--- src/rtl/pc_sequencer.sv ---
// PC sequencer: FETCH/EXEC/INTR stepping with explicit PC write enables and next-PC selection.
// Optional interrupt support is compiled in with the PCSEQ_INTR_EN macro.
module pc_sequencer #(
  parameter int WIDTH = 10
) (
  input  logic             clk,
  input  logic             rst_n,
  input  logic [WIDTH-1:0] pc_cur,
  input  logic             stall,
  input  logic             br_taken,
  input  logic [WIDTH-1:0] br_target,
  input  logic             jump,
  input  logic [WIDTH-1:0] jump_target,
  input  logic             mret,
  input  logic             intr,
  input  logic             int_en,
  input  logic [WIDTH-1:0] mtvec,
  output logic             pc_we,
  output logic [WIDTH-1:0] pc_next,
  output logic             ir_ld,
  output logic             int_taken,
  output logic [WIDTH-1:0] mepc,
  output logic [1:0]       state
);

  typedef enum logic [1:0] {
    S_FETCH = 2'd0,
    S_EXEC  = 2'd1,
    S_INTR  = 2'd2,
    S_BAD   = 2'd3
  } state_t;

  state_t           state_q, state_nxt;
  logic [WIDTH-1:0] exec_target;
  logic             take_int;
  logic             mret_eff;

`ifdef PCSEQ_INTR_EN
  logic             pending_q;
  logic [WIDTH-1:0] ret_q;
  logic [WIDTH-1:0] mepc_q;

  // A request arriving during EXEC itself is still serviced right after that EXEC.
  assign mret_eff = mret;
  assign take_int = (state_q == S_EXEC) && (pending_q || intr) && int_en && !mret;
  assign mepc     = mepc_q;

  always_ff @(posedge clk or negedge rst_n) begin
    if (!rst_n) begin
      pending_q <= 1'b0;
      ret_q     <= '0;
      mepc_q    <= '0;
    end else begin
      if (intr) begin
        pending_q <= 1'b1;
      end else if (state_q == S_INTR) begin
        pending_q <= 1'b0;
      end
      if (take_int) begin
        ret_q <= exec_target;
      end
      if (state_q == S_INTR) begin
        mepc_q <= ret_q;
      end
    end
  end
`else
  logic unused_intr;
  assign unused_intr = ^{intr, int_en, mtvec, mret};
  assign mret_eff    = 1'b0;
  assign take_int    = 1'b0;
  assign mepc        = '0;
`endif

  always_comb begin
    if (mret_eff) begin
      exec_target = mepc;
    end else if (jump) begin
      exec_target = jump_target;
    end else if (br_taken) begin
      exec_target = br_target;
    end else begin
      exec_target = pc_cur + WIDTH'(1);
    end
  end

  always_ff @(posedge clk or negedge rst_n) begin
    if (!rst_n) begin
      state_q <= S_FETCH;
    end else begin
      state_q <= state_nxt;
    end
  end

  // Strobes are forced low while reset is held so an abandoned EXEC never writes the PC.
  always_comb begin
    state_nxt = S_FETCH;
    pc_we     = 1'b0;
    pc_next   = '0;
    ir_ld     = 1'b0;
    int_taken = 1'b0;
    if (rst_n) begin
      case (state_q)
        S_FETCH: begin
          if (stall) begin
            state_nxt = S_FETCH;
          end else begin
            ir_ld     = 1'b1;
            state_nxt = S_EXEC;
          end
        end
        S_EXEC: begin
          pc_we     = 1'b1;
          pc_next   = exec_target;
          state_nxt = take_int ? S_INTR : S_FETCH;
        end
`ifdef PCSEQ_INTR_EN
        S_INTR: begin
          pc_we     = 1'b1;
          pc_next   = mtvec;
          int_taken = 1'b1;
          state_nxt = S_FETCH;
        end
`endif
        default: begin
          state_nxt = S_FETCH;
        end
      endcase
    end
  end

  assign state = state_q;

endmodule
--- config.mk ---
export PLATFORM = sky130hd
export DESIGN_NAME = pc_sequencer
export DESIGN_NICKNAME = d
export VERILOG_FILES = /design/src/rtl/pc_sequencer.sv
export SDC_FILE = /design/constraint.sdc
export NUM_CORES = 1
export LEC_CHECK = 0
export BUFFER_PORTS_ARGS = -buffer_cell sky130_fd_sc_hd__buf_2
export CAP_MARGIN = 30
export CORE_MARGIN = 4
export CORE_UTILIZATION = 30
export CTS_CLUSTER_SIZE = 28
export DETAILED_ROUTE_END_ITERATION = 10
export HOLD_SLACK_MARGIN = 0.15
export MAX_ROUTING_LAYER = met4
export PLACE_DENSITY = 0.8
export SYNTH_ARGS = -nofsm -noshare
export SYNTH_HDL_FRONTEND = slang
export SYNTH_SLANG_ARGS = --single-unit
--- constraint.sdc ---
create_clock -name clk -period 1.1 [get_ports clk]
set_input_delay 0.11 -clock clk [delete_from_list [all_inputs] [get_ports clk]]
set_output_delay 0.11 -clock clk [all_outputs]
set_load 0.01 [all_outputs]
==> impl_metrics.toml, run 1 <==
[setup_path]
critPathMaxFanout = 4
startpoint_type = "input port"
r2r_cells = 2
critPathRequiredTime_ns = 0.99
worstPathArrival_ns = 1.08
end_kind = "output port"
critical_path_class = "input port to output port"

[timing]
period_share_pct = 108
finalHoldViolCount = 0
rsz0062_at_grt = "true"
setup_violations = 5
tns_ns = -0.202
worst_slack_ns = -0.0874
hold_ws_ns = 0.281
fmax_mhz = 842
fin_crit_ns = 1.19
slew_violations = 0
fin_skew_ns = 0

[power]
p_total_mw = 0.375
p_per_area_nw_per_um2 = 378
p_leak_nw = 0.506
peakVddDrop_mv = 0.170

[drt]
vias_per_cell = 4.76
drc = 0
ant_nets = 0
post_drt_wl_per_cell_um = 12.6
totalWireLength_um = 1940
first_pass_iters = 4
dr_total_vias = 733
drt_iter0_drc = 23

[grt]
first_global_vias = 710
grtUsageTotal_pct = 14.8
grt_antenna_before_repair = 0
grt_max_degree = 8
grt.overflow.total = 0
grt_pass1_wl_um = 3020

[synthesis]
synth_top_area_share_pct = 17.2
synth_cells = 76
ys.flop_type = "dfrtp_1"
yosysUniqueCellTypes = 31
synth_area_leaders = "buf_4 17%, xnor2_1 8.4%, nand2_1 6.5%"
syn_area_um2 = 523
yosys_register_bits = 1
synth_most_common_cell = "buf_4"
synth_common_cells = "12 x buf_4, 9 x nand2_1, 5 x a21oi_1, 5 x nor2_1, 5 x xnor2_1"
yosys.area.top_type = "buf_4"
synth_edf_count = 0
syn_avg_cell_area_um2 = 6.88
ys_warn_count = 0
yosysSeqAreaShare_pct = 4.78
synthArstFlopShare_pct = 100

[placement]
dpl.cell_count = 152
dp_hpwl_um = 1590
place_congestion = 0.802
io_buffer_count = 47

[run_status]
status = "finished, violations left"
violations = "setup timing"

[cells_and_area]
num-fill-cells = 120
antenna_cells = 0
register_area_um2 = 25.0
fin_cells = 154
largest_reg_flops = 1
layout-drive-gt1-share_pct = 60.1
multi_input_area_um2 = 489
nets = 189
areaGrowthSynthToFinish_pct = 89.7

[die]
fp-row-count = 14
io_pins = 73
core_um2 = 1580
start_util_pct = 33.2
die_area_um2 = 2480
die_w_um = 49.8
fp.dieH_um = 49.8

[clock_tree]
clk_pin_slew_ns = 0
clkLatencyLatePin_ns = 0

[flow_run]
cap_violations = 0

[min_path]
whs_path_depth = 2
hold_path_class = "input port to register"
## per-stage QoR
step	area [um2]	setup slack, ns	utilization (%)
detailed placement	843	-0.205	53.5
floorplan	564	-0.0140	-
global placement	843	-0.146	53.5
global route	992	-0.151	62.9
finish	992	-0.0874	62.9
CTS	948	-0.0431	60.2
## routing by layer
layer | global-route usage, % | up-vias | wire, um
met5 | - | - | 0
met4 | 0 | 0 | 0
met3 | 1.20 | 0 | 115
met2 | 30.0 | 35 | 1050
met1 | 16.3 | 327 | 783
li1 | - | 371 | -
## critical path, stage by stage
cell,delay (ns)
buf_8,0.08
buf_6,0.09
nand3_4,0.10
nor3_2,0.18
xnor2_1,0.13
a211oi_2,0.22
buf_2,0.16
## cell type report
class                           count  share of cell area [%]
Tap cell                           16                    2.02
Inverter                            4                    1.51
Sequential cell                     1                    2.52
Timing Repair Buffer               66                    44.6
Multi-Input combinational cell     67                    49.3
## report_power, final
| part | internal (mW) | total, mW | switching (mW) | leakage (nW) |
|---|---|---|---|---|
| registers | 0.0395 | 0.0408 | 0.00136 | 0.0131 |
| logic | 0.173 | 0.335 | 0.162 | 0.493 |
| clock network | 0 | 0 | 0 | 0 |
| total | 0.212 | 0.375 | 0.163 | 0.506 |
## final timing paths
check	startpoint	endpoint	slack (ns)
worst max-delay path	pc_cur[0]	pc_next[7]	-0.09
worst min-delay path	stall	state[0]	0.28
worst max register to register	state[0]	state[0]	0.25
worst min register to register	state[0]	state[0]	0.55
max in group asynchronous	rst_n	state[0]	0.53
min in group asynchronous	rst_n	state[0]	0.46
## cell usage in the layout (no fill, tap or decap), drive strengths merged, types with 2 or more instances in the layout
cell type,synthesis,layout
nand2,10,10
buf,14,65
nand3,2,2
o22ai,4,4
o21ai,3,3
a211oi,5,5
nor2,5,5
conb,1,12
nor3,3,3
xor2,2,2
xnor2,5,5
inv,4,4
a21oi,5,5
## logic make-up (layout without fill, tap and decap cells)
logic type | after synthesis | count (layout) | share of synthesized area [%]
other | 1 | 12 | 0.717
and+or+nand+nor | 25 | 25 | 29.0
AOI/OAI and AO/OA | 21 | 21 | 26.8
xor gates and xnor gates | 7 | 7 | 11.7
muxes | 1 | 1 | 1.91
adders and majority gates | 1 | 1 | 2.39
DFF | 1 | 1 | 4.78
buffers and inverters | 19 | 70 | 22.7
## repair_timing
item	CTS	global route
endpoints found under the setup margin	9	10
hold buffers	1	0
gates resized for setup	22	9
endpoints found under the hold margin	1	0
pin swaps	10	10
setup buffers	0	1
Power figures use the tool's default switching activity.
==> inputs of run 2 (changes only) <==
--- a/config.mk
+++ b/config.mk
@@ -7,7 +7,8 @@
 export LEC_CHECK = 0
 export BUFFER_PORTS_ARGS = -buffer_cell sky130_fd_sc_hd__buf_2
 export CAP_MARGIN = 30
-export CORE_MARGIN = 4
+export CORE_ASPECT_RATIO = 0.9
+export CORE_MARGIN = 3
 export CORE_UTILIZATION = 30
 export CTS_CLUSTER_SIZE = 28
 export DETAILED_ROUTE_END_ITERATION = 10
@@ -17,3 +18,4 @@
 export SYNTH_ARGS = -nofsm -noshare
 export SYNTH_HDL_FRONTEND = slang
 export SYNTH_SLANG_ARGS = --single-unit
+export TNS_END_PERCENT = 20
==> impl_metrics.toml, run 2 (synthesis results as in run 1) <==
[run_status]
status = "finished, violations left"
violations = "setup timing"

[min_path]
holdCritStartpoint = "stall"
hold_path_class = "input port to register"

[power]
p_clk_share_pct = 0
p_per_area_nw_per_um2 = 371
peakVddDrop_mv = 0.156
p_int_mw = 0.197
switching_power_mw = 0.153
swShare_pct = 43.8
p_total_mw = 0.349
pwr-share-seq_pct = 11.8
comb_power_share_pct = 88.2
p_leak_nw = 0.498

[timing]
fin_crit_ns = 1.20
setup_violations = 6
slew_violations = 0
fmax_mhz = 833
rsz0062_at_grt = "true"
worst_slack_ns = -0.101
period_share_pct = 109
finalHoldViolCount = 0
fin_skew_ns = 0

[drt]
post_drt_wl_per_cell_um = 11.0
totalWireLength_um = 1780
dr_total_vias = 717
drc = 0
ant_nets = 0
wl_met3_um = 96
wl_met1_um = 728
drt_iter0_drc = 14
first_pass_iters = 4
vias_per_cell = 4.45
top_layer_used = "met4"
wl_met2_um = 942

[setup_path]
startpoint = "pc_cur[0]"
critPathRequiredTime_ns = 0.99
critical_path_class = "input port to output port"
path_cells = "buf_8 > buf_6 > nand3_4 > nor4_4 > xnor2_1 > a211oi_2 > buf_2"
critPathBufInv = 3
critPathMaxFanout = 3
end_kind = "output port"
critPathTopFamily = "simple AND/OR/NAND/NOR gates"
r2r_start = "state[0]"
cpMaxStageDelayCell = "nor4_4"
startpoint_type = "input port"
slowest_delay_ns = 0.28
worstPathArrival_ns = 1.09

[cells_and_area]
mostFrequentLayoutCells = "45 x buf_2, 17 x buf_4, 12 x conb_1, 8 x nand2_1"
largest_reg_flops = 1
layout-drive-gt1-share_pct = 56.1
antenna_cells = 0
final_area_um2 = 942
final_common_cell = "buf_2"
num-fill-cells = 138
nets = 190
areaGrowthSynthToFinish_pct = 80.1

[die]
start_util_pct = 33.8
fp.dieH_um = 45.6
die_w_um = 50.0
core_um2 = 1550
fp-row-count = 13
die_area_um2 = 2280
io_pins = 73

[grt]
grt_pass1_wl_um = 2690
grtUsageTotal_pct = 14.7
grt.overflow.total = 0
grt_max_degree = 10
grt_antenna_before_repair = 0
first_global_vias = 633

[placement]
io_buffer_count = 47
place_congestion = 0.802
dp_slack_ns = -0.167
post_dp_cell_area_um2 = 843
dp_hpwl_um = 1450

[clock_tree]
clk_pin_slew_ns = 0
clkLatencyLatePin_ns = 0

[flow_run]
cap_violations = 0
[run 2: cell count changes in the layout (fill, tap and decap cells not counted), sizes merged]
cell / before / now
buf: 65 / 66
[run 2: final cells by class]
| cell class | count | area, um2 | area share (%) |
|---|---|---|---|
| Timing Repair Buffer | 67 | 415 | 44.1 |
| Multi-Input combinational cell | 67 | 459 | 48.7 |
| Sequential cell | 1 | 25.0 | 2.66 |
| Tap cell | 22 | 27.5 | 2.92 |
| Inverter | 4 | 15.0 | 1.59 |
[run 2: final timing paths]
kind	endpoint	cells past startpoint	slack (ns)
worst min-delay path	state[0]	2	0.28
min in group asynchronous	state[0]	2	0.46
worst max register to register	state[0]	2	0.25
worst min register to register	state[0]	2	0.57
worst max-delay path	pc_next[9]	7	-0.10
max in group asynchronous	state[0]	2	0.53
[run 2: routing by layer]
layer,global-route usage (%),up-vias
met3,0.984,2
met2,25.3,27
met4,2.21,0
met1,19.3,316
li1,-,372
met5,-,-
[run 2: power groups by stage]
stage / Sequential [mW] / Combinational, mW / Clock [mW]
4_1_cts: 0.0403 / 0.298 / 0
3_5_place_dp: 0.0403 / 0.270 / 0
6_report: 0.0411 / 0.308 / 0
5_1_grt: 0.0410 / 0.338 / 0
2_1_floorplan: 0.0418 / 0.158 / 0
3_3_place_gp: 0.0403 / 0.265 / 0
[run 2: worst register-to-register path, delay by kind of cell (launching register included)]
family | cells | cell delay [ns]
buffers and inverters | 1 | 0.14
DFF | 1 | 0.37
and+or+nand+nor | 1 | 0.22
[run 2: repair_timing]
item,4_1_cts,5_1_grt
setup buffers,3,0
hold buffers,1,0
pin swaps,9,4
gates resized for setup,11,4
endpoints found under the setup margin,8,10
endpoints found under the hold margin,1,0
gates cloned,0,0
[run 2: metrics by stage]
stage / std cells / util (%) / hold slack, ns / TNS, ns
6_report: 161 / 61.0 / 0.278 / -0.362
5_1_grt: 161 / 61.0 / 0.293 / -1.04
4_1_cts: 161 / 59.8 / 0.279 / -0.429
3_5_place_dp: 157 / 54.6 / -0.104 / -0.850
3_3_place_gp: 157 / 54.6 / -0.105 / -0.630
2_1_floorplan: 87 / - / -0.186 / -0.0421
==> inputs of run 3 (changes only) <==
--- a/config.mk
+++ b/config.mk
@@ -15,6 +15,7 @@
 export HOLD_SLACK_MARGIN = 0.15
 export MAX_ROUTING_LAYER = met4
 export PLACE_DENSITY = 0.8
+export SKIP_CTS_REPAIR_TIMING = 1
 export SYNTH_ARGS = -nofsm -noshare
 export SYNTH_HDL_FRONTEND = slang
 export SYNTH_SLANG_ARGS = --single-unit
==> impl_metrics.toml, run 3 (synthesis results as in run 1) <==
[run_status]
status = "finished, violations left"
violations = "setup timing"

[grt]
grt_antenna_before_repair = 0
first_global_vias = 590
grtUsageTotal_pct = 12.8
grt_pass1_wl_um = 2390
grt.overflow.total = 0
grt_max_degree = 10

[power]
comb_power_share_pct = 88.1
peakVddDrop_mv = 0.154
pwr-share-seq_pct = 11.9
p_clk_share_pct = 0
switching_power_mw = 0.148
swShare_pct = 42.8
p_per_area_nw_per_um2 = 372
p_leak_nw = 0.484
p_total_mw = 0.346
p_int_mw = 0.198

[die]
die_w_um = 50.0
start_util_pct = 33.8
core_um2 = 1550
die_area_um2 = 2280
fp-row-count = 13
fp.dieH_um = 45.6
io_pins = 73

[placement]
dp_hpwl_um = 1450
post_dp_cell_area_um2 = 843
place_congestion = 0.802
io_buffer_count = 47

[cells_and_area]
areaGrowthSynthToFinish_pct = 77.8
nets = 189
layout-drive-gt1-share_pct = 56.5
antenna_cells = 0
final_common_cell = "buf_2"
largest_reg_flops = 1
final_area_um2 = 930
mostFrequentLayoutCells = "44 x buf_2, 16 x buf_4, 12 x conb_1, 7 x nand2_1"
num-fill-cells = 146

[drt]
dr_total_vias = 718
drc = 0
ant_nets = 0
vias_per_cell = 4.49
post_drt_wl_per_cell_um = 10.7
first_pass_iters = 4
drt_iter0_drc = 15
totalWireLength_um = 1710

[timing]
rsz0062_at_grt = "true"
worst_slack_ns = -0.131
period_share_pct = 112
setup_violations = 4
finalHoldViolCount = 0
fin_skew_ns = 0
slew_violations = 0
hold_ws_ns = 0.277
fmax_mhz = 812
fin_crit_ns = 1.23

[min_path]
hold_end = "state[0]"
whs_path_depth = 2
hold_path_class = "input port to register"
holdCritStartpoint = "stall"

[setup_path]
r2r-end = "state[0]"
r2r_start = "state[0]"
r2r_setup_slack_ns = 0.25
startpoint_type = "input port"
path_cells = "buf_8 > buf_6 > nand3_4 > nor4_4 > xnor2_1 > a211oi_2 > buf_2"
critPathRequiredTime_ns = 0.99
critPathTopFamily = "simple AND/OR/NAND/NOR gates"
r2r_cells = 2
slowest_delay_ns = 0.29
critical_path_class = "input port to output port"
end_kind = "output port"
cpMaxStageDelayCell = "nor4_4"
critPathMaxFanout = 4
worstPathArrival_ns = 1.12
critPathBufInv = 3

[clock_tree]
clkLatencyLatePin_ns = 0
clk_pin_slew_ns = 0

[flow_run]
cap_violations = 0
run 3: cell count changes in the layout (fill, tap and decap cells not counted), sizes merged:
cell  before  now
buf       66   65
run 3: routing by layer:
layer  wire, um  GRT usage (%)
met1        727           15.8
met2        878           24.2
met3         98          0.984
met4          8              0
met5          0              -
run 3: layout make-up:
class	count	area, um2	share of cell area (%)
Multi-Input combinational cell	67	448	48.2
Sequential cell	1	25.0	2.69
Tap cell	22	27.5	2.96
Inverter	4	15.0	1.62
Timing Repair Buffer	66	414	44.5
run 3: worst max-delay path by stage:
stage | to | start | slack, ns | cells past startpoint
after floorplan | pc_next[4] | state[0] | -0.01 | 3
after global placement | pc_next[8] | pc_cur[0] | -0.14 | 7
after detailed placement | pc_next[8] | pc_cur[0] | -0.17 | 7
after CTS | pc_next[8] | pc_cur[0] | -0.17 | 7
after global routing | pc_next[9] | pc_cur[0] | -0.21 | 7
final | pc_next[9] | pc_cur[0] | -0.13 | 7
run 3: power groups by stage:
stage	logic (mW)	clock network [mW]	registers [mW]
floorplan	0.158	0	0.0418
global placement	0.265	0	0.0403
detailed placement	0.270	0	0.0403
CTS	0.270	0	0.0403
global route	0.334	0	0.0411
finish	0.305	0	0.0410
run 3: worst reg2reg max path: cells and delay by family (launching register included):
kind | cells | cell delay (ns)
DFF | 1 | 0.37
buffers and inverters | 1 | 0.14
and+or+nand+nor | 1 | 0.22
run 3: through the flow:
stage / setup slack, ns / cells / util, % / TNS, ns
floorplan: -0.0140 / 87 / - / -0.0421
global placement: -0.140 / 157 / 54.6 / -0.630
detailed placement: -0.167 / 157 / 54.6 / -0.850
CTS: -0.167 / 157 / 54.6 / -0.878
global route: -0.209 / 160 / 60.2 / -0.727
finish: -0.131 / 160 / 60.2 / -0.217
